**src/rtl/in_frame_ctrl.sv**
```systemverilog
// Input frame sequencer: hunts for SYNC, takes LEN, streams the payload through with
// zero latency, checks the trailing checksum and reports per-frame status and counts.
module in_frame_ctrl #(
  parameter logic [7:0]  SYNC    = 8'hA5,
  parameter int unsigned MAX_LEN = 64,
  parameter int unsigned TIMEOUT = 1000,
  parameter int unsigned CNT_W   = 16
) (
  input  logic             clk,
  input  logic             rst_a,
  input  logic             ena,
  input  logic [7:0]       in_data,
  input  logic             in_valid,
  output logic             in_ready,
  output logic [7:0]       out_data,
  output logic             out_valid,
  input  logic             out_ready,
  output logic             out_last,
  output logic             frm_done,
  output logic             frm_ok,
  output logic [1:0]       err_code,
  output logic [CNT_W-1:0] ok_cnt,
  output logic [CNT_W-1:0] err_cnt
);

  localparam int unsigned      TMO_W    = (TIMEOUT > 1) ? $clog2(TIMEOUT) : 1;
  localparam logic [TMO_W-1:0] TMO_LAST = TMO_W'((TIMEOUT == 0) ? 0 : TIMEOUT - 1);
  localparam logic [7:0]       MAX_B    = 8'(MAX_LEN);

  localparam logic [1:0] ERR_NONE = 2'd0;
  localparam logic [1:0] ERR_LEN  = 2'd1;
  localparam logic [1:0] ERR_CHK  = 2'd2;
  localparam logic [1:0] ERR_TMO  = 2'd3;

  typedef enum logic [1:0] {HUNT, LEN, PAY, CHK} state_t;

  state_t             state, state_nx;
  logic [7:0]         remaining, rem_nx;
  logic [7:0]         sum, sum_nx;
  logic [7:0]         chk_sum;
  logic [TMO_W-1:0]   tmo_cnt, tmo_nx;
  logic               done_nx, frm_ok_nx;
  logic [1:0]         code_nx;
  logic [CNT_W-1:0]   ok_cnt_nx, err_cnt_nx;
  logic               accept, pass, fail;
  logic [1:0]         fail_code;

  assign chk_sum = sum + in_data;

  // Next-state, handshake and status decode
  always_comb begin
    state_nx   = state;
    rem_nx     = remaining;
    sum_nx     = sum;
    tmo_nx     = tmo_cnt;
    done_nx    = 1'b0;
    frm_ok_nx  = frm_ok;
    code_nx    = err_code;
    ok_cnt_nx  = ok_cnt;
    err_cnt_nx = err_cnt;
    in_ready   = 1'b0;
    out_valid  = 1'b0;
    out_last   = 1'b0;
    out_data   = in_data;
    accept     = 1'b0;
    pass       = 1'b0;
    fail       = 1'b0;
    fail_code  = ERR_NONE;

    case (state)
      HUNT: begin
        in_ready = ena;
        accept   = ena & in_valid;
        if (accept && in_data == SYNC) state_nx = LEN;
      end
      LEN: begin
        in_ready = ena;
        accept   = ena & in_valid;
        if (accept) begin
          if (in_data == 8'd0 || in_data > MAX_B) begin
            fail      = 1'b1;
            fail_code = ERR_LEN;
          end else begin
            rem_nx   = in_data;
            sum_nx   = in_data;
            state_nx = PAY;
          end
        end
      end
      PAY: begin
        in_ready  = ena & out_ready;
        out_valid = ena & in_valid;
        out_last  = (remaining == 8'd1);
        accept    = ena & in_valid & out_ready;
        if (accept) begin
          sum_nx = chk_sum;
          rem_nx = remaining - 8'd1;
          if (remaining == 8'd1) state_nx = CHK;
        end
      end
      CHK: begin
        in_ready = ena;
        accept   = ena & in_valid;
        if (accept) begin
          if (chk_sum == 8'd0) begin
            pass = 1'b1;
          end else begin
            fail      = 1'b1;
            fail_code = ERR_CHK;
          end
        end
      end
      default: state_nx = HUNT;
    endcase

    // Starvation watchdog: only source-idle cycles while enabled advance it
    if (state != HUNT) begin
      if (accept) begin
        tmo_nx = '0;
      end else if (ena && !in_valid && TIMEOUT != 0) begin
        if (tmo_cnt == TMO_LAST) begin
          fail      = 1'b1;
          fail_code = ERR_TMO;
        end else begin
          tmo_nx = tmo_cnt + TMO_W'(1);
        end
      end
    end

    if (pass) begin
      state_nx  = HUNT;
      tmo_nx    = '0;
      done_nx   = 1'b1;
      frm_ok_nx = 1'b1;
      code_nx   = ERR_NONE;
      ok_cnt_nx = ok_cnt + CNT_W'(1);
    end
    if (fail) begin
      state_nx   = HUNT;
      tmo_nx     = '0;
      done_nx    = 1'b1;
      frm_ok_nx  = 1'b0;
      code_nx    = fail_code;
      err_cnt_nx = err_cnt + CNT_W'(1);
    end
  end

  // State and status registers
  always_ff @(posedge clk or negedge rst_a) begin
    if (!rst_a) begin
      state     <= HUNT;
      remaining <= '0;
      sum       <= '0;
      tmo_cnt   <= '0;
      frm_done  <= 1'b0;
      frm_ok    <= 1'b0;
      err_code  <= ERR_NONE;
      ok_cnt    <= '0;
      err_cnt   <= '0;
    end else begin
      state     <= state_nx;
      remaining <= rem_nx;
      sum       <= sum_nx;
      tmo_cnt   <= tmo_nx;
      frm_done  <= done_nx;
      frm_ok    <= frm_ok_nx;
      err_code  <= code_nx;
      ok_cnt    <= ok_cnt_nx;
      err_cnt   <= err_cnt_nx;
    end
  end

endmodule

```
**config.mk**
```make
export PLATFORM = sky130hd
export DESIGN_NAME = in_frame_ctrl
export DESIGN_NICKNAME = d
export VERILOG_FILES = /design/src/rtl/in_frame_ctrl.sv
export SDC_FILE = /design/constraint.sdc
export NUM_CORES = 1
export LEC_CHECK = 0
export ABC_AREA = 1
export BUFFER_PORTS_ARGS = -buffer_cell sky130_fd_sc_hd__buf_2
export CAP_MARGIN = 20
export CORE_ASPECT_RATIO = 0.9
export CORE_MARGIN = 1.5
export CORE_UTILIZATION = 58
export DETAILED_ROUTE_END_ITERATION = 6
export PLACE_DENSITY = 0.83
export SETUP_SLACK_MARGIN = 0.5
export SYNTH_ARGS = -nofsm -noshare
export SYNTH_HDL_FRONTEND = slang
export SYNTH_SLANG_ARGS = --single-unit
export TNS_END_PERCENT = 5
```
**constraint.sdc**
```tcl
create_clock -name clk -period 3.2 [get_ports clk]
set_input_delay 0.32 -clock clk [delete_from_list [all_inputs] [get_ports clk]]
set_output_delay 0.32 -clock clk [all_outputs]
set_load 0.05 [all_outputs]
```
==> flow_summary.ini <==
[outcome]
status = completed

[detailed_routing]
wl_per_cell_um = 13.7
final_antenna_net_count = 0
via_per_inst = 5.36
vias = 3686
wl_um = 9440
drc_errors = 0
drtIter0Drc = 224
drtPass1Iterations = 5

[floorplan]
fp.dieW_um = 92.0
die_h_um = 83.1
ios = 60
core_area_um2 = 6730
dieArea_um2 = 7640
initial_core_util = 0.614
fp-row-count = 28

[power_and_ir_drop]
power_density_nw_per_um2 = 782
leakage_nw = 2.56
ir_drop_v = 0.000518

[logic_synthesis]
synth_edf_count = 0
syn-cell-area_um2 = 4130
synthFlopType = dfrtp_1
ys_seq_area_frac = 0.388
synth_nets = 563
synth.avg_cell_area_um2 = 7.76
synth_warnings = 0
ys_ff_latch = 64
synth_cell_types = 37
syn_inst = 532
ys_async_sr_fraction = 1.00

[finish]
diodes = 0
drive_gt1_frac = 0.176
area_growth_pct = 13.6
nets = 625

[sta]
final-hold-violation-count = 0
tns_ns = 0
fin_crit_sh = 0.795
maxSlewHeadroom = 0.505
rsz0062_at_grt = true
fmax_mhz = 393
period_needed_ns = 2.54
holdWs_ns = 0.0360
tightest_slew_ns = 0.743
setup_viol = 0
slew_violations = 0
fin_worst_skew_ns = 0.0109

[clocking]
root_buffer = clkbuf_8
cts_tree = done
cts-buffers-inserted = 9
clk_latency_ns = 0.35
cts_buffer_depth = 2
clk_pin_slew_ns = 0.07
cts_hold_buf = 0
cts_sinks = 64
htreeDepth = 3

[setup_path]
rr_startpoint = state[0]
cp.required_ns = 3.46
worst-setup-path-type = flip-flop to flip-flop
crit_path_max_fanout = 20
reg2reg_depth = 10
cp-start-kind = flip-flop
worstPathArrival_ns = 2.81
reg2reg_slack_ns = 0.66
r2r_end = sum[2]
end_kind = flip-flop

[placement]
dp_hpwl_um = 6950
io_buffers = 59
place_congestion = 0.893

[global_route]
grt_start_max_net_pins = 32
grt_pass1_wl_um = 15900
use_met3 = 0.0577
grt_pass1_vias = 3375
grt.overflow.total = 0
use_met2 = 0.411
antenna_found_initial = 0
grtUsageTotal = 0.257
grt.busiest_layer = met2
grtUsageMet1 = 0.355

[hold_path]
hp-class = input pin to asynchronous set/reset pin

[run]
maxCapViolations = 0
[critical path, cell delays in order, from the launching register on]
cell and delay (ns):
dfrtp_1 0.39, inv_1 0.10, ha_1 0.21, inv_1 0.35, nand2_1 0.15, a22oi_1 0.26
nand3_1 0.28, clkinv_1 0.25, buf_4 0.26, nor2_1 0.06, a31oi_1 0.15
[worst max-delay path by stage]
stage / start / end / slack, ns
detailed placement: in_data[0] / tmo_cnt[7] / 0.52
global placement: in_data[0] / tmo_cnt[0] / 0.68
floorplan: sum[0] / ok_cnt[9] / 0.97
finish: state[0] / sum[2] / 0.66
CTS: sum[0] / tmo_cnt[7] / 0.63
global route: sum[0] / tmo_cnt[5] / 0.49
[stage by stage]
stage	power [mW]	util	cells	worst slack [ns]	instance area, µm²
after CTS	3.65	0.694	686	0.632	4670
after detailed placement	2.95	0.666	671	0.516	4480
after global placement	2.88	0.666	671	0.680	4480
final	3.67	0.698	688	0.656	4690
after global routing	3.93	0.698	688	0.486	4690
after floorplan	2.56	-	532	0.968	4130
[metal layers]
metal,up-vias,routed length (µm)
li1,1831,-
met1,1713,4170
met2,127,4470
met3,15,687
met4,0,111
met5,-,0
[cells by family after synthesis]
kind of cell / Yosys count / synth area share
xor gates and xnor gates: 36 / 0.0763
adders and majority gates: 18 / 0.0563
and+or+nand+nor: 271 / 0.319
DFF: 64 / 0.388
buffers and inverters: 94 / 0.0942
AOI/OAI and AO/OA: 49 / 0.0660
[cell usage after synthesis (11+ instances only)]
| cell type | instances | share of area |
|---|---|---|
| nand2_1 | 129 | 0.12 |
| inv_1 | 74 | 0.067 |
| dfrtp_1 | 64 | 0.39 |
| nor2_1 | 52 | 0.047 |
| nand3_1 | 34 | 0.041 |
| xor2_1 | 27 | 0.057 |
| o21ai_0 | 20 | 0.024 |
| a21oi_1 | 18 | 0.022 |
| ha_1 | 17 | 0.051 |
| nand4_1 | 15 | 0.023 |
| nor3_1 | 11 | 0.013 |
[report_power, final]
| part | leakage (nW) | total [mW] | internal, mW | switching (mW) |
|---|---|---|---|---|
| clock | 0.0925 | 0.688 | 0.376 | 0.312 |
| combinational | 1.69 | 1.82 | 0.557 | 1.27 |
| sequential | 0.782 | 1.16 | 1.00 | 0.155 |
| total | 2.56 | 3.67 | 1.94 | 1.73 |
[layout by cell type (no fill, tap or decap), drive strengths merged]
cell type  netlist  final
inv             78     78
nand2          138    138
or2              1      1
bufinv           0      1
clkinv           2      3
a21oi           19     19
nand3           38     38
buf             11     64
xor2            27     27
nand4           18     18
o21a             1      1
a22oi            1      1
o21ai           21     21
fa               1      1
ha              17     17
xnor2            9      9
clkbuf           3     12
nor3b            2      2
nor3            13     13
dfrtp           64     64
nor2            55     56
a31oi            6      6
nor4             6      6
a41oi            1      1
clkinvlp         0      1
[timing repair]
action | 4_1_cts | 5_1_grt
buffers inserted | 0 | 1
setup endpoints to repair | 0 | 12
hold endpoints to repair | 0 | 0
resized for setup | 0 | 2
[registers in the layout, indices dropped and copies added (netlist names)]
signal     count
err_cnt       16
ok_cnt        16
tmo_cnt       10
remaining      8
sum            8
err_code       2
state          2
frm_done       1
frm_ok         1
[final cells by class]
type	instances	area, µm²
clock buffers	12	145
clock inverters	3	42.5
fillers	572	2030
inverters	80	300
multi-input cells	375	2160
flip-flops and latches	64	1600
well taps	90	113
repair buffers	64	333
No activity file was read; power rests on OpenSTA's default activity.
